==> config.mk <==
export PLATFORM = sky130hd
export DESIGN_NAME = sdram_access_arbiter
export DESIGN_NICKNAME = d
export VERILOG_FILES = /design/src/rtl/sdram_access_arbiter.sv
export SDC_FILE = /design/constraint.sdc
export NUM_CORES = 1
export LEC_CHECK = 0
export ABC_AREA = 0
export CORE_MARGIN = 4
export CORE_UTILIZATION = 49
export CTS_BUF_LIST = sky130_fd_sc_hd__clkbuf_8 sky130_fd_sc_hd__clkbuf_16
export CTS_CLUSTER_DIAMETER = 30
export DETAILED_ROUTE_END_ITERATION = 16
export MAX_ROUTING_LAYER = met4
export PLACE_DENSITY = 0.85
export SYNTH_ARGS = -nofsm -noshare
export SYNTH_HDL_FRONTEND = slang
export SYNTH_SLANG_ARGS = --single-unit
export TNS_END_PERCENT = 5
==> constraint.sdc <==
create_clock -name clk -period 9.97 [get_ports clk]
set_clock_uncertainty 0.2 [all_clocks]
set_input_delay 2.4925 -clock clk [delete_from_list [all_inputs] [get_ports clk]]
set_output_delay 2.4925 -clock clk [all_outputs]
set_load 0.05 [all_outputs]
==> src/rtl/sdram_access_arbiter.sv <==
// Shares one Avalon-MM SDRAM port between the display line fetcher (prioritised
// burst reads, bounded outstanding) and the frame writer (single-word writes).
module sdram_access_arbiter #(
  parameter int ADDR_W   = 25,
  parameter int DATA_W   = 32,
  parameter int BURST_W  = 10,
  parameter int MAX_PEND = 7,
  parameter int WR_SLOT  = 64
) (
  input  logic                  clk,
  input  logic                  rst_n,
  input  logic                  disp_req,
  input  logic [ADDR_W-1:0]     disp_addr,
  input  logic [BURST_W-1:0]    disp_len,
  output logic                  disp_busy,
  output logic [DATA_W-1:0]     disp_data,
  output logic                  disp_valid,
  output logic                  disp_done,
  input  logic                  wr_req,
  input  logic [ADDR_W-1:0]     wr_addr,
  input  logic [DATA_W-1:0]     wr_data,
  input  logic [DATA_W/8-1:0]   wr_be,
  output logic                  wr_ack,
  output logic [ADDR_W-1:0]     av_address,
  output logic                  av_read,
  output logic                  av_write,
  output logic [DATA_W-1:0]     av_writedata,
  output logic [DATA_W/8-1:0]   av_byteenable,
  input  logic                  av_waitrequest,
  input  logic [DATA_W-1:0]     av_readdata,
  input  logic                  av_readdatavalid
);
  localparam int CNT_W  = BURST_W + 1;
  localparam int PEND_W = $clog2(MAX_PEND + 1);
  localparam logic [CNT_W-1:0]  SLOT_MAX = CNT_W'(WR_SLOT);
  localparam logic [PEND_W-1:0] PEND_MAX = PEND_W'(MAX_PEND);

  typedef enum logic [1:0] {IDLE, RD_ISSUE, WR_ISSUE, RD_DRAIN} state_e;

  state_e              state_q, state_d;
  logic [ADDR_W-1:0]   base_q;
  logic [CNT_W-1:0]    len_q, issued_q, received_q, slot_q;
  logic [PEND_W-1:0]   pend_q;
  logic                busy_q, done_q, valid_q, ack_q;
  logic [DATA_W-1:0]   data_q;

  logic                rd_fire, wr_fire, ret_ok, wr_seen;
  logic                burst_start, len_zero, drain_exit;
  logic [CNT_W-1:0]    issued_inc, slot_inc;

  assign rd_fire     = av_read & ~av_waitrequest;
  assign wr_fire     = av_write & ~av_waitrequest;
  // Returns with no burst or nothing outstanding are stale and dropped.
  assign ret_ok      = av_readdatavalid & busy_q & (pend_q != '0);
  // The requester still holds wr_req during the ack cycle, so it is masked there.
  assign wr_seen     = wr_req & ~ack_q;
  assign burst_start = (state_q == IDLE) & disp_req;
  assign len_zero    = (disp_len == '0);
  assign drain_exit  = (state_q == RD_DRAIN) & (received_q == len_q);
  assign issued_inc  = issued_q + CNT_W'(1);
  assign slot_inc    = (slot_q < SLOT_MAX) ? slot_q + CNT_W'(1) : slot_q;

  always_ff @(posedge clk or negedge rst_n) begin
    if (!rst_n) state_q <= IDLE;
    else        state_q <= state_d;
  end

  always_comb begin
    state_d = state_q;
    case (state_q)
      IDLE: begin
        if (disp_req)     state_d = len_zero ? IDLE : RD_ISSUE;
        else if (wr_seen) state_d = WR_ISSUE;
      end
      RD_ISSUE: begin
        if (rd_fire) begin
          if ((slot_inc == SLOT_MAX) && wr_seen) state_d = WR_ISSUE;
          else if (issued_inc == len_q)          state_d = RD_DRAIN;
        end
      end
      WR_ISSUE: begin
        if (wr_fire) begin
          if (!busy_q)               state_d = IDLE;
          else if (issued_q != len_q) state_d = RD_ISSUE;
          else                        state_d = RD_DRAIN;
        end
      end
      RD_DRAIN: begin
        if (received_q == len_q) state_d = IDLE;
      end
      default: state_d = IDLE;
    endcase
  end

  always_comb begin
    av_read       = 1'b0;
    av_write      = 1'b0;
    av_address    = '0;
    av_writedata  = '0;
    av_byteenable = '0;
    case (state_q)
      RD_ISSUE: begin
        av_read    = (pend_q < PEND_MAX) && (issued_q != len_q);
        av_address = base_q + ADDR_W'(issued_q);
      end
      WR_ISSUE: begin
        av_write      = 1'b1;
        av_address    = wr_addr;
        av_writedata  = wr_data;
        av_byteenable = wr_be;
      end
      default: ;
    endcase
  end

  always_ff @(posedge clk or negedge rst_n) begin
    if (!rst_n) begin
      base_q     <= '0;
      len_q      <= '0;
      issued_q   <= '0;
      received_q <= '0;
      slot_q     <= '0;
      busy_q     <= 1'b0;
    end else if (burst_start) begin
      base_q     <= disp_addr;
      len_q      <= {1'b0, disp_len};
      issued_q   <= '0;
      received_q <= '0;
      slot_q     <= '0;
      busy_q     <= ~len_zero;
    end else begin
      if (rd_fire) begin
        issued_q <= issued_inc;
        slot_q   <= (state_d == WR_ISSUE) ? '0 : slot_inc;
      end
      if (ret_ok)     received_q <= received_q + CNT_W'(1);
      if (drain_exit) busy_q     <= 1'b0;
    end
  end

  // An accept and a return in the same cycle cancel out.
  always_ff @(posedge clk or negedge rst_n) begin
    if (!rst_n) begin
      pend_q <= '0;
    end else begin
      case ({rd_fire, ret_ok})
        2'b10:   pend_q <= pend_q + PEND_W'(1);
        2'b01:   pend_q <= pend_q - PEND_W'(1);
        default: pend_q <= pend_q;
      endcase
    end
  end

  always_ff @(posedge clk or negedge rst_n) begin
    if (!rst_n) begin
      valid_q <= 1'b0;
      data_q  <= '0;
      done_q  <= 1'b0;
      ack_q   <= 1'b0;
    end else begin
      valid_q <= ret_ok;
      if (ret_ok) data_q <= av_readdata;
      done_q  <= drain_exit | (burst_start & len_zero);
      ack_q   <= wr_fire;
    end
  end

  assign disp_busy  = busy_q;
  assign disp_data  = data_q;
  assign disp_valid = valid_q;
  assign disp_done  = done_q;
  assign wr_ack     = ack_q;

endmodule

Yosys cells after proc, flatten, opt, wreduce, memory -nomap -nowiden
Index checks and enable logic that the tools add are counted.
W data, S select, Z words.
{ "op_classes": {"addsub": 6, "eq_ne": 10, "n_mux": 27, "bitwise_logic": 12, "order_cmp": 2, "n_reduce_logical": 9} }
{ "op_table": {"columns": ["operator", "n"], "rows": [
  ["$mux W11", 8],
  ["$pmux W25 S2", 1],
  ["$add A11 B1 Y11 const B", 3],
  ["$mux W32", 1],
  ["$add A25 B11 Y25", 1],
  ["$eq A11 B10 Y1", 2],
  ["$mux W2", 9],
  ["$eq A11 B7 Y1 const B", 1],
  ["$lt A11 B7 Y1 const B", 1],
  ["$ne A11 B10 Y1", 1],
  ["$logic_not A10 Y1", 1],
  ["$and A1 B1 Y1", 8],
  ["$eq A2 B2 Y1 const B", 4],
  ["$pmux W2 S4", 1],
  ["$reduce_bool A2 Y1", 4],
  ["$pmux W3 S2", 1],
  ["$mux W1", 5],
  ["$eq A2 B1 Y1 const B", 2],
  ["$mux W4", 1],
  ["$add A3 B1 Y3 const B", 1],
  ["$lt A3 B3 Y1 const B", 1],
  ["$not A1 Y1", 3],
  ["$reduce_bool A3 Y1", 1],
  ["$sub A3 B1 Y3 const B", 1],
  ["3 further kinds", 4]
]} }
{ "word_totals": {"output_inout_bits": 99, "ff_bits": 109, "word_cells": 78} }

Depth between registers and ports, before layout
Gate-level depths: netlist of run 1.
{ "depth": {"depth_word": 11, "ltp_mapped": 12, "depth_no_buf": 11} }

Worst setup path after synthesis of run 1
Ideal clock, no wire load.
{ "synth_path": {"kind": "register to output", "startpoint": "reg issued_q[1]", "endpoint": "out av_address[15]", "required_time_ps": 7278, "path_slack_ps": 3575, "arrival_ps": 3702, "stages_incl_launch_ff": 10, "path_cell_list": "dfrtp_1 -> ha_1 -> a21o_1 -> a21o_1 -> a2111oi_0 -> o21bai_1 -> a311oi_1 -> nor3b_1 -> xnor2_1 -> o21ai_0"} }
{ "synth_between": {"elab_chain_len": 2} }
{ "synth_rtl": {"columns": ["item", "line_no", "source"], "rows": [
  ["start, declared", "42", "logic [CNT_W-1:0] len_q, issued_q, received_q, slot_q;"],
  ["start signal, assigned", "133", "issued_q <= issued_inc;"],
  ["$add A25 B11 Y25", "104", "av_address = base_q + ADDR_W'(issued_q);"],
  ["$pmux W25 S2", "101", "case (state_q)"],
  ["end, declared", "24", "output logic [ADDR_W-1:0] av_address,"]
]} }
Every way passes these cells.

Final worst setup path of run 1
{ "layout_path": {"startpoint": "reg issued_q[1]", "endpoint": "out av_address[17]"} }
The elaborated chain is that of the path after synthesis.

==> metrics.md, run 1 <==
| Metric | Value |
|---|---|
| Max IR drop VDD | `0.000187 V` |
| Final Hold Violating Endpoints | `0` |
| I/O pin total | `233` |
| Synth top area share | `0.418` |
| Worst EP arrival | `4.58 ns` |
| CTS H-tree lvls | `3` |
| Number of synthesized register bits | `109` |
| First-pass GRT wire length | `29900 um` |
| Via count | `6201` |
| Crit path kind | `register to primary output` |
| # port buffers | `232` |
| Layout Utilization | `0.724` |
| Status | `complete, no violations` |
| Post-synth EDFFs | `0` |
| Root Driver | `clkbuf_16` |
| Final instance area | `0.00929 mm^2` |
| Dpl hpwl | `14500 um` |
| Fmax | `0.138 GHz` |
| Drt via density | `5.26` |
| Max Cap Violations | `0` |
| Postcts setup bufs | `0` |
| Post-Place Cells | `1163` |
| Period Utilization, post-route | `0.729` |
| Worst-Skew Late Latency | `0.35 ns` |
| Vias in the first global route | `6136` |
| Hold-fix buffers at CTS | `0` |
| Sw Ratio | `0.479` |
| Synth area leader | `dfrtp_1` |
| Die width | `123 um` |
| Initial Utilization | `0.509` |
| Lkg Pwr | `4.18 nW` |
| DR WL/cell | `15.9 um` |
| Routability cong. | `0.963` |
| Post-Layout Cell Count | `1180` |
| Clk slew on worst S/H paths | `0.08 ns` |
| Die extent in y | `123 um` |
| Synth Cell Area | `0.00653 mm^2` |
| Sequential power share | `0.293` |
| Post-cts resize count | `0` |
| Initial DRC count | `368` |
| Worst EP required | `7.28 ns` |
| Inserted Clock Buffers | `9` |
| Pwr dens | `265 mW/mm^2` |
| Netlist cell types | `63` |
| Largest fanout on the critical path | `7` |
| Startpoint types | `register` |
| Mapped Cells | `788` |
| Post-synth top flop | `dfrtp_1` |
| CORE AREA | `0.0128 mm^2` |
| Slew Limit Fails | `0` |
| Total congestion overflow | `0` |
| RSZ-0062 raised after global routing | `false` |
| Crit end category | `primary output` |
| Top cells by area, synth | `dfrtp_1 (42%), nand2_1 (15%), xor2_1 (5.0%)` |
| Post-synthesis async set-or-reset flop share | `1.00` |
| Sw Pwr | `1.18 mW` |
| Drt drc | `0` |
| Die ar. | `0.0152 mm^2` |
| Share of total power in the clock network | `0.150` |
| Largest net degree at the start of global routing | `61` |
| TritonRoute pass-1 iters | `5` |
| Seq/Total Area, Yosys | `0.418` |
| Comb power frac | `0.557` |
| Antenna violations before repair | `1` |
| Design Power | `2.46 mW` |
| Worst slew pin tran | `1.14 ns` |
| GRT Util Overall | `0.257` |
| Setup WS pre-CTS | `3.08 ns` |
| CTS tree | `done` |
| CTS max path bufs | `2` |
| Synthesized area per cell | `8.29 um^2` |
| Tmin final | `7.27 ns` |
| WL final | `18800 um` |
| Share of layout cells above drive strength 1 | `0.0338` |
| Nets@finish | `1158` |
| Min-delay worst type | `register to register` |
| Area growth, synth to finish | `42.3%` |
| Final setup TNS | `0 ns` |
| CTS sink count | `109` |
| Max-slew headroom | `0.241` |
| Instance area at placement | `0.00898 mm^2` |
| Final ANT Viol Nets | `0` |
| Fin worst setup slack | `2.70 ns` |
| Internal | `1.28 mW` |
| Synthesized Nets | `944` |
| WHS | `0.278 ns` |
| Setup violators final | `0` |
| Row cnt | `41` |
| Syn. warnings | `0` |
==> sequential cells by signal (all words and copies together), names as in the netlist <==
register,count
disp_busy,1
received_q,11
disp_data,32
pend_q,3
len_q,10
wr_ack,1
base_q,25
disp_done,1
disp_valid,1
issued_q,11
state_q,2
slot_q,11
==> cell usage in the layout (no fill, tap or decap), drive strengths merged, types with 2 or more instances in the layout <==
cell,count
a2111oi,2
a211o,3
a211oi,2
a21boi,3
a21o,3
a21oi,15
a22oi,10
a31oi,4
and2,44
and3,9
buf,6
clkbuf,10
clkdlybuf4s50,231
clkinv,2
dfrtp,109
fa,2
ha,20
inv,23
mux2i,2
nand2,254
nand3,13
nand4,9
nand4b,2
nor2,46
nor2b,15
nor3,10
nor3b,11
nor4,5
o2111ai,2
o211ai,5
o21a,4
o21ai,28
o21bai,4
o221ai,3
or3,5
or4,2
xnor2,31
xor2,37
==> power by group through the flow <==
stage / Clock, mW / Sequential (mW) / Combinational, mW
final: 0.368 / 0.722 / 1.37
after CTS: 0.377 / 0.720 / 1.38
after global placement: 0 / 0.721 / 1.35
after global routing: 0.393 / 0.741 / 1.49
after floorplan: 0 / 0.863 / 0.774
after detailed placement: 0 / 0.726 / 1.37
==> kinds of logic after synthesis <==
group / count (synthesis) / share of synthesized area
fa+ha+maj: 22 / 0.0445
compound gates: 100 / 0.108
xor+xnor: 68 / 0.0912
flops: 109 / 0.418
mux: 3 / 0.00479
buf+inv: 55 / 0.0337
simple gates: 431 / 0.300
==> worst max-delay path, stage by stage (launching register included) <==
cell	delay, ns
dfrtp_1	0.47
ha_1	0.32
a21o_1	0.16
a21o_1	0.21
a2111oi_0	0.68
o21bai_1	0.17
a311oi_1	0.91
nor3b_1	0.16
xnor2_1	0.17
o21ai_0	0.15
clkdlybuf4s50_1	0.83
==> cells in the mapped netlist (2+ instances only) <==
cell and number:
inv_1 20, nand2_1 254, o211ai_1 5, a31oi_1 4
fa_1 2, o2111ai_1 2, nor3_2 2, nor3_1 8
xnor2_1 31, nand4b_1 2, nand3_1 13, a21o_1 3
o21ai_0 25, o21ai_1 2, o21bai_1 4, o221ai_1 3
and3_1 9, xor2_1 37, ha_1 20, a22oi_1 10
or4_1 2, a21boi_0 3, clkbuf_1 28, nor2b_1 15
buf_2 4, a211o_1 3, nand4_1 9, dfrtp_1 109
nor2_1 45, and2_1 44, mux2i_1 2, a211oi_1 2
a21oi_1 15, nor3b_1 11, nor4_1 5, o21a_1 4
or3_1 5
==> per-layer routing <==
layer  global-route usage  up-vias  wire length [um]
met5                    -        -                 0
met4               0.0976        0               460
met3               0.0622       37              1570
met2                0.411      245              8750
met1                0.316     2880              7990
li1                     -     3039                 -
==> final cells by class <==
cell class              count  area [um^2]
repair buffers            237         2360
clock buffers              10          239
flip-flops and latches    109         2730
diodes                      1         2.50
inverters                  21         78.8
multi-input cells         624         3600
clock inverters             6         70.1
well taps                 172          215
fillers                  1005         3530
==> path summary, 6_finish.rpt <==
| kind | from | endpoint | slack [ns] | cells past startpoint |
|---|---|---|---|---|
| setup / recovery | issued_q[1]$_DFFE_PN0P_ | av_address[17] | 2.70 | 10 |
| hold / removal | disp_data[22]$_DFFE_PN0P_ | disp_data[22]$_DFFE_PN0P_ | 0.28 | 2 |
| setup reg to reg | state_q[1]$_DFF_PN0_ | slot_q[10]$_DFFE_PN0P_ | 6.37 | 10 |
| hold reg to reg | disp_data[22]$_DFFE_PN0P_ | disp_data[22]$_DFFE_PN0P_ | 0.28 | 2 |
| max in group asynchronous | rst_n | base_q[19]$_DFFE_PN0P_ | 6.41 | 2 |
| min in group asynchronous | rst_n | disp_data[23]$_DFFE_PN0P_ | 1.98 | 1 |
Power figures use the tool's default switching activity.
==> inputs of run 2 (changes only) <==
CORE_UTILIZATION = 46   (was 49)
PLACE_DENSITY = 0.81   (was 0.85)
clock period = 6.9 ns   (was 9.97 ns; I/O delays follow)
==> metrics.md, run 2 (same netlist as run 1, synthesis figures left out) <==
| Metric | Value |
|---|---|
| Tmin final | `6.06 ns` |
| Post-Layout Cell Count | `1190 (was 1180)` |
| Die ar. | `0.0162 mm^2 (was 0.0152 mm^2)` |
| CP dominant cell by count | `a21o_1 (unchanged)` |
| Initial Utilization | `0.470 (was 0.509)` |
| Slew Limit Fails | `0 (unchanged)` |
| Cell Chain, Critical Path | `ha_1 > a21o_1 > a21o_1 > a2111oi_0 > o21bai_1 > a311oi_1 > buf_4 > nor3b_1 > xnor2_1 > o21ai_0 > clkdlybuf4s50_1 (was ha_1 > a21o_1 > a21o_1 > a2111oi_0 > o21bai_1 > a311oi_1 > nor3b_1 > xnor2_1 > o21ai_0 > clkdlybuf4s50_1)` |
| Most common cell after layout, fill and taps aside | `nand2_1 (unchanged)` |
| Pwr dens | `381 mW/mm^2 (was 265 mW/mm^2)` |
| Commonest non-fill, non-tap cells in the layout | `nand2_1 (254), clkdlybuf4s50_1 (231), dfrtp_1 (109) (unchanged)` |
| Hold-fix buffers at CTS | `0 (unchanged)` |
| Slowest cell delay on critical path | `0.83 ns (was 0.91 ns)` |
| Worst EP arrival | `4.13 ns (was 4.58 ns)` |
| Postcts setup bufs | `0 (unchanged)` |
| Max reg flops | `32 (unchanged)` |
| Setup WS pre-CTS | `1.23 ns (was 3.08 ns)` |
| Critical path's slowest cell | `clkdlybuf4s50_1 (was a311oi_1)` |
| Sequential power share | `0.294 (was 0.293)` |
| Sw Ratio | `0.481 (was 0.479)` |
| First-pass GRT wire length | `30600 um (was 29900 um)` |
| Row cnt | `43 (was 41)` |
| Clk slew on worst S/H paths | `0.07 ns (was 0.08 ns)` |
| Worst slew pin tran | `1.10 ns (was 1.14 ns)` |
| Fill cell count | `1174 (was 1005)` |
| Largest fanout on the critical path | `7 (unchanged)` |
| # port buffers | `232 (unchanged)` |
| Post-Place Cells | `1172 (was 1163)` |
| CORE AREA | `0.0139 mm^2 (was 0.0128 mm^2)` |
| Post-cts resize count | `0 (unchanged)` |
| DR WL/cell | `16.0 um (was 15.9 um)` |
| Min-delay worst type | `register to register (unchanged)` |
| Fmax | `0.165 GHz` |
| Share of total power in the clock network | `0.148 (was 0.150)` |
| Drt via density | `5.17 (was 5.26)` |
| GRT Util Overall | `0.244 (was 0.257)` |
| Final Hold Violating Endpoints | `0 (unchanged)` |
| CTS sink count | `109 (unchanged)` |
| Antenna violations before repair | `2 (was 1)` |
| Inserted Clock Buffers | `9 (unchanged)` |
| Total congestion overflow | `0 (unchanged)` |
| Sw Pwr | `1.71 mW (was 1.18 mW)` |
| Crit path kind | `register to primary output (unchanged)` |
| RSZ-0062 raised after global routing | `false (unchanged)` |
| Worst-Skew Late Latency | `0.35 ns (about the same)` |
| Crit end category | `primary output (unchanged)` |
| WL final | `19100 um (was 18800 um)` |
| CTS max path bufs | `2 (unchanged)` |
| Routability cong. | `0.914 (was 0.963)` |
| Vias in the first global route | `6099 (was 6136)` |
| CTS tree | `done (unchanged)` |
| Die extent in y | `127 um (was 123 um)` |
| Max Cap Violations | `0 (unchanged)` |
| Die width | `127 um (was 123 um)` |
| Dpl hpwl | `14900 um (was 14500 um)` |
| Internal | `1.84 mW (was 1.28 mW)` |
| Startpoint types | `register (unchanged)` |
| Nets@finish | `1159 (was 1158)` |
| CTS H-tree lvls | `3 (unchanged)` |
| Comb power frac | `0.557 (about the same)` |
| Max IR drop VDD | `0.000259 V (was 0.000187 V)` |
| Setup violators final | `0 (unchanged)` |
| Final ANT Viol Nets | `0 (unchanged)` |
| Period Utilization, post-route | `0.878` |
| Root Driver | `clkbuf_16 (unchanged)` |
| I/O pin total | `233 (unchanged)` |
| Area growth, synth to finish | `42.4% (was 42.3%)` |
| Share of layout cells above drive strength 1 | `0.0347 (was 0.0338)` |
| Worst EP required | `4.97 ns (was 7.28 ns)` |
| Fin worst setup slack | `0.844 ns (was 2.70 ns)` |
| Drt drc | `0 (unchanged)` |
| Initial DRC count | `333 (was 368)` |
| Lkg Pwr | `4.19 nW (was 4.18 nW)` |
| Layout Utilization | `0.670 (was 0.724)` |
| Final setup TNS | `0 ns (unchanged)` |
| Largest net degree at the start of global routing | `61 (unchanged)` |
| Status | `complete, no violations (unchanged)` |
| Via count | `6151 (was 6201)` |
| TritonRoute pass-1 iters | `5 (unchanged)` |
| Max-slew headroom | `0.265 (was 0.241)` |
## run 2: worst max-delay path, delay by kind of cell, from the launching register on
family | cells | cell delay [ns]
xor+xnor | 1 | 0.14
compound gates | 6 | 1.73
simple gates | 1 | 0.07
flops | 1 | 0.48
fa+ha+maj | 1 | 0.33
buf+inv | 2 | 1.04
## run 2: layout make-up
type                            instances  area [um^2]  area share
Multi-Input combinational cell        624         3600       0.387
Sequential cell                       109         2730       0.293
Timing Repair Buffer                  238         2360       0.254
Clock buffer                            9          225      0.0242
Tap cell                              180          225      0.0242
Inverter                               21         78.8     0.00848
Clock inverter                          7         72.6     0.00780
Antenna cell                            2         5.00    0.000538
## run 2: final timing paths
check	slack, ns	depth (start not counted)	endpoint	from
hold / removal	0.27	2	disp_data[3]$_DFFE_PN0P_	disp_data[3]$_DFFE_PN0P_
setup reg to reg	3.32	11	pend_q[2]$_DFFE_PN0P_	state_q[1]$_DFF_PN0_
max in group asynchronous	4.12	2	len_q[2]$_DFFE_PN0P_	rst_n
hold reg to reg	0.27	2	disp_data[3]$_DFFE_PN0P_	disp_data[3]$_DFFE_PN0P_
min in group asynchronous	1.20	1	disp_data[27]$_DFFE_PN0P_	rst_n
setup / recovery	0.84	11	av_address[15]	issued_q[1]$_DFFE_PN0P_
## run 2: layer usage
metal,global-route usage,wire [um],share of wire
met5,-,0,0
met4,0.0707,348,0.018
met3,0.0623,1430,0.075
met2,0.400,9200,0.48
met1,0.300,8120,0.43
## run 2: through the flow
step | power [mW] | cell area, um^2 | hold WS, ns
floorplan | 2.37 | 6530 | 0.252
CTS | 3.57 | 9300 | 0.279
global route | 3.78 | 9300 | 0.305
finish | 3.55 | 9300 | 0.274
global placement | 3.00 | 9000 | 0.256
detailed placement | 3.03 | 9000 | 0.262
## run 2: power groups by stage
stage / clock, mW / combinational (mW) / sequential, mW
final: 0.526 / 1.98 / 1.04
after global routing: 0.574 / 2.14 / 1.07
after CTS: 0.541 / 1.99 / 1.04
after detailed placement: 0 / 1.98 / 1.05
after global placement: 0 / 1.95 / 1.05
after floorplan: 0 / 1.12 / 1.25
==> inputs of run 3 (changes only) <==
clock period = 6.8 ns   (was 6.9 ns; I/O delays follow)
==> metrics.md, run 3 (same netlist as run 1, synthesis figures left out) <==
| Metric | Value |
|---|---|
| Crit path kind | `register to primary output (unchanged)` |
| CTS H-tree lvls | `3 (unchanged)` |
| Slowest cell delay on critical path | `0.83 ns (about the same)` |
| WL final | `19200 um (was 19100 um)` |
| Inserted Clock Buffers | `9 (unchanged)` |
| Delay-heaviest family, CP | `compound AO/OA/AOI/OAI gates (unchanged)` |
| Setup violators final | `0 (unchanged)` |
| Row cnt | `43 (unchanged)` |
| Die width | `127 um (unchanged)` |
| Final Hold Violating Endpoints | `0 (unchanged)` |
| Drt drc | `0 (unchanged)` |
| Worst EP arrival | `4.12 ns (was 4.13 ns)` |
| Pwr dens | `388 mW/mm^2 (was 381 mW/mm^2)` |
| CP Launch Point | `issued_q[1]$_DFFE_PN0P_ (unchanged)` |
| Instance area at placement | `0.00900 mm^2 (unchanged)` |
| Root Driver | `clkbuf_16 (unchanged)` |
| Initial DRC count | `271 (was 333)` |
| Top Layer Used | `met4 (unchanged)` |
| Max-slew headroom | `0.264 (was 0.265)` |
| First-pass GRT wire length | `31100 um (was 30600 um)` |
| Worst slew pin tran | `1.10 ns (about the same)` |
| Antenna violations before repair | `2 (unchanged)` |
| Worst EP required | `4.90 ns (was 4.97 ns)` |
| Routed length on met2 | `9000 um (was 9200 um)` |
| Worst path bufs/invs | `2 (unchanged)` |
| Die extent in y | `127 um (unchanged)` |
| Drt via density | `5.17 (unchanged)` |
| Fill cell count | `1138 (was 1174)` |
| Die ar. | `0.0162 mm^2 (unchanged)` |
| Commonest non-fill, non-tap cells in the layout | `nand2_1 (254), clkdlybuf4s50_1 (231), dfrtp_1 (109) (unchanged)` |
| Final ANT Viol Nets | `0 (unchanged)` |
| Worst-Skew Late Latency | `0.35 ns (about the same)` |
| Dpl hpwl | `14800 um (was 14900 um)` |
| Largest net degree at the start of global routing | `70 (was 61)` |
| RSZ-0062 raised after global routing | `false (unchanged)` |
| Max Cap Violations | `0 (unchanged)` |
| Most common cell after layout, fill and taps aside | `nand2_1 (unchanged)` |
| Vias in the first global route | `6181 (was 6099)` |
| Area growth, synth to finish | `42.6% (was 42.4%)` |
| Max reg flops | `32 (unchanged)` |
| Multi-input gate area | `0.00360 mm^2 (unchanged)` |
| Initial Utilization | `0.470 (unchanged)` |
| Hold-fix buffers at CTS | `0 (unchanged)` |
| Startpoint types | `register (unchanged)` |
| Post-cts resize count | `0 (unchanged)` |
| CTS sink count | `109 (unchanged)` |
| Cell Chain, Critical Path | `ha_1 > a21o_1 > a21o_1 > a2111oi_0 > o21bai_1 > a311oi_1 > buf_4 > nor3b_1 > xnor2_1 > o21ai_0 > clkdlybuf4s50_1 (unchanged)` |
| Fmax | `0.166 GHz` |
| Metal3 WL | `1400 um (was 1430 um)` |
| GRT Util Overall | `0.246 (was 0.244)` |
| DR WL/cell | `16.1 um (was 16.0 um)` |
| Period Utilization, post-route | `0.886` |
| Crit end category | `primary output (unchanged)` |
| Tmin final | `6.02 ns` |
| RR Startpoint | `state_q[1]$_DFF_PN0_ (unchanged)` |
| Met1 WL | `8300 um (was 8120 um)` |
| Min-delay worst type | `register to register (unchanged)` |
| Final instance area | `0.00931 mm^2 (was 0.00930 mm^2)` |
| CP dominant cell by count | `a21o_1 (unchanged)` |
| Status | `complete, no violations (unchanged)` |
| Hold path start | `disp_data[0]$_DFFE_PN0P_ (was disp_data[3]$_DFFE_PN0P_)` |
| Nets@finish | `1159 (unchanged)` |
| CORE AREA | `0.0139 mm^2 (unchanged)` |
| Max IR drop VDD | `0.000242 V (was 0.000259 V)` |
| # port buffers | `232 (unchanged)` |
| Clk slew on worst S/H paths | `0.07 ns (about the same)` |
| Critical path's slowest cell | `clkdlybuf4s50_1 (unchanged)` |
| Slew Limit Fails | `0 (unchanged)` |
| Lkg Pwr | `4.19 nW (about the same)` |
| Routability cong. | `0.916 (was 0.914)` |
| CTS max path bufs | `2 (unchanged)` |
| Sequential Area | `0.00273 mm^2 (unchanged)` |
| TritonRoute pass-1 iters | `5 (unchanged)` |
| Total congestion overflow | `0 (unchanged)` |
| Largest fanout on the critical path | `7 (unchanged)` |
| CTS tree | `done (unchanged)` |
| Final setup TNS | `0 ns (unchanged)` |
| I/O pin total | `233 (unchanged)` |
| Via count | `6151 (unchanged)` |
| Postcts setup bufs | `0 (unchanged)` |
| Share of layout cells above drive strength 1 | `0.0347 (unchanged)` |
[run 3: changes by cell type in the layout (fill, tap and decap cells not counted)]
cell,change
inv_8,-1
clkinv_2,-2
clkbuf_8,+2
clkinv_4,+1
inv_6,-1
clkinvlp_4,+1
[run 3: where the power goes]
group	internal, mW	switching (mW)	total, mW	leakage [nW]
clock network	0.307	0.237	0.544	0.154
logic	0.727	1.28	2.00	2.64
registers	0.852	0.215	1.07	1.39
[run 3: worst paths after layout]
| check | to | slack [ns] | cells after the start |
|---|---|---|---|
| setup / recovery | av_address[19] | 0.78 | 11 |
| min in group asynchronous | received_q[0]$_DFFE_PN0P_ | 1.26 | 1 |
| max in group asynchronous | base_q[18]$_DFFE_PN0P_ | 4.07 | 2 |
| hold reg to reg | disp_data[0]$_DFFE_PN0P_ | 0.28 | 2 |
| hold / removal | disp_data[0]$_DFFE_PN0P_ | 0.28 | 2 |
| setup reg to reg | pend_q[2]$_DFFE_PN0P_ | 3.23 | 11 |
[run 3: worst min-delay path, delay by kind of cell (launching register included)]
kind | cells | cell delay, ns
DFF | 1 | 0.34
and+or+nand+nor | 2 | 0.10
[run 3: stage by stage]
stage	hold WS, ns	power (mW)	std cells	setup slack, ns	util
2_1_floorplan	0.252	2.40	788	1.20	-
3_3_place_gp	0.257	3.04	1172	1.24	0.648
3_5_place_dp	0.263	3.08	1172	1.22	0.648
4_1_cts	0.279	3.63	1188	0.833	0.671
5_1_grt	0.300	3.84	1190	0.524	0.671
6_report	0.276	3.61	1190	0.777	0.671
[run 3: layout make-up]
class                      count  share of cell area
inverter                      21             0.00846
clock buffer                  11              0.0271
antenna                        2            0.000537
multi-input combinational    624               0.387
sequential                   109               0.293
timing repair buffer         238               0.254
tap                          180              0.0242
clock inverter                 5             0.00631
[run 3: routing by layer]
metal,vias to the layer above,GRT usage
li1,3034,-
met4,0,0.0845
met3,29,0.0489
met1,2850,0.308
met2,238,0.400
met5,-,-
==> patch, RTL diff (settings of run 3) <==
The parameter `BURST_W` goes from 10 to 12.
--- a/src/rtl/sdram_access_arbiter.sv
+++ b/src/rtl/sdram_access_arbiter.sv
@@ -5,3 +5,3 @@
   parameter int DATA_W   = 32,
-  parameter int BURST_W  = 10,
+  parameter int BURST_W  = 12,
   parameter int MAX_PEND = 7,
Ports: changed (resized disp_len); port bits go from 233 to 235. The function was not compared with the original's and may differ.
==> patch against run 3 <==
- sequential cell count up 8
- total power grew 12%
- wire length is 5.3% higher
- global-route usage fell by 1.4 points
- maximum frequency rose by 0.66%
- area after synthesis is 9.3% higher
- count of clock-buffer cells in the layout rose by 8
- worst setup slack improved by 0.040 ns
- cell area is 9.3% higher
- critical path type unchanged
- largest cell class unchanged
==> patch: results (changes against run 3) <==
{| class="wikitable"
! Metric !! Value
|-
| Worst slew margin || 0.342 (+0.0778)
|-
| Synthesized Nets || 1015 (+7.5%)
|-
| Top cells by area, synth || sky130_fd_sc_hd__dfrtp_1 41%, sky130_fd_sc_hd__nand2_1 14%, sky130_fd_sc_hd__xor2_1 5.4%, sky130_fd_sc_hd__ha_1 3.9%, sky130_fd_sc_hd__and2_1 3.7%
|-
| First-pass GRT wire length || 32500 um (+4.6%)
|-
| Highest metal layer used by the detailed router || met4
|-
| Routed wire length per instance || 15.8 um (-1.6%)
|-
| Clock latency on the worst-skew pair || 0.41 ns (+0.06 ns)
|-
| Sequential fraction of the synthesis area || 0.410 (-0.00761)
|-
| Net count, final || 1235 (+6.6%)
|-
| Maximum net fanout on the critical path || 9 (+2)
|-
| Slack of the critical path || 0.817 ns (+0.0397 ns)
|-
| Result of the run || finished clean
|-
| Met3 Wirelength || 1360 um (-2.7%)
|-
| Met1 Wirelength || 9020 um (+8.6%)
|-
| Worst Hold Endpoint || disp_data[16]
|-
| Antenna diodes || 0 (-2)
|-
| I/O Buffers || 234 (+0.86%)
|-
| Via count of the first global-routing pass || 6499 (+5.1%)
|-
| Routability cong. || 0.917 (+0.17%)
|-
| Met2 wire length || 9420 um (+4.7%)
|-
| Iteration-0 DRC count of the detailed router || 388 (+43%)
|-
| Worst Min Path Start || disp_data[16]
|-
| Hold WS || 0.270 ns (-0.00540 ns)
|-
| Largest vdd supply drop || 0.000279 V (+15%)
|-
| Layout cell share with drive strength beyond 1 || 0.0626 (+0.0279)
|-
| Antenna violations before repair || 0 (-2)
|-
| Reg-to-reg endpoint || slot_q[6]
|-
| Arrival time of the worst setup path || 4.08 ns (-0.04 ns)
|-
| Inserted Clock Buffers || 17 (+8)
|-
| Total GRT Usage || 0.232 (-0.0136)
|-
| Detailed Place HPWL || 15200 um (+2.9%)
|-
| Number of unique standard cell types used by synthesis || 64 (+1.6%)
|}
patch: worst max-delay path by stage:
stage,startpoint,end,depth (start not counted)
6_report,issued_q[7],av_address[21],9
5_1_grt,issued_q[2],av_address[23],9
4_1_cts,issued_q[2],av_address[21],9
3_5_place_dp,issued_q[2],av_address[15],9
3_3_place_gp,issued_q[2],av_address[21],9
2_1_floorplan,issued_q[0],av_address[14],10
patch: critical path, stage by stage (launching register included):
cell and delay (ns):
sky130_fd_sc_hd__dfrtp_1 0.50, sky130_fd_sc_hd__ha_1 0.44, sky130_fd_sc_hd__nand4_1 0.12, sky130_fd_sc_hd__a21boi_0 0.30, sky130_fd_sc_hd__a311oi_1 0.14, sky130_fd_sc_hd__o31ai_1 0.84
sky130_fd_sc_hd__nand3_1 0.18, sky130_fd_sc_hd__xor2_1 0.18, sky130_fd_sc_hd__o21ai_0 0.14, sky130_fd_sc_hd__clkdlybuf4s50_1 0.83
patch: power by group:
group          total (W)  internal [W]  switching [W]
clock           0.000868      0.000555       0.000313
sequential       0.00114      0.000915       0.000230
combinational    0.00202      0.000728        0.00130
total            0.00404       0.00220        0.00184
patch: logic make-up after synthesis:
logic type / count (synthesis) / synth area share
AND/OR/NAND/NOR: 461 / 0.307
flip-flops: 117 / 0.410
AO/OA/AOI/OAI: 116 / 0.109
XOR/XNOR: 71 / 0.0882
buffers and inverters: 64 / 0.0391
adder cells (fa/ha/maj): 24 / 0.0442
multiplexers: 2 / 0.00280
patch: cell type report:
class / instances / area (sq um)
flip-flops and latches: 117 / 2930
clock inverters: 11 / 129
inverters: 25 / 101
repair buffers: 240 / 2380
multi-input cells: 674 / 3950
clock buffers: 19 / 453
fillers: 1190 / 5020
well taps: 188 / 235
patch: stage by stage:
step	std cells	cell area [sq um]
after global placement	1244	9600
after detailed placement	1244	9600
after CTS	1274	10200
after floorplan	855	7140
after global routing	1274	10200
final	1274	10200
patch: metal layers:
layer / global-route usage / vias up
met5: - / -
met1: 0.293 / 3188
li1: - / 3305
met3: 0.0631 / 30
met2: 0.369 / 259
met4: 0.0670 / 0
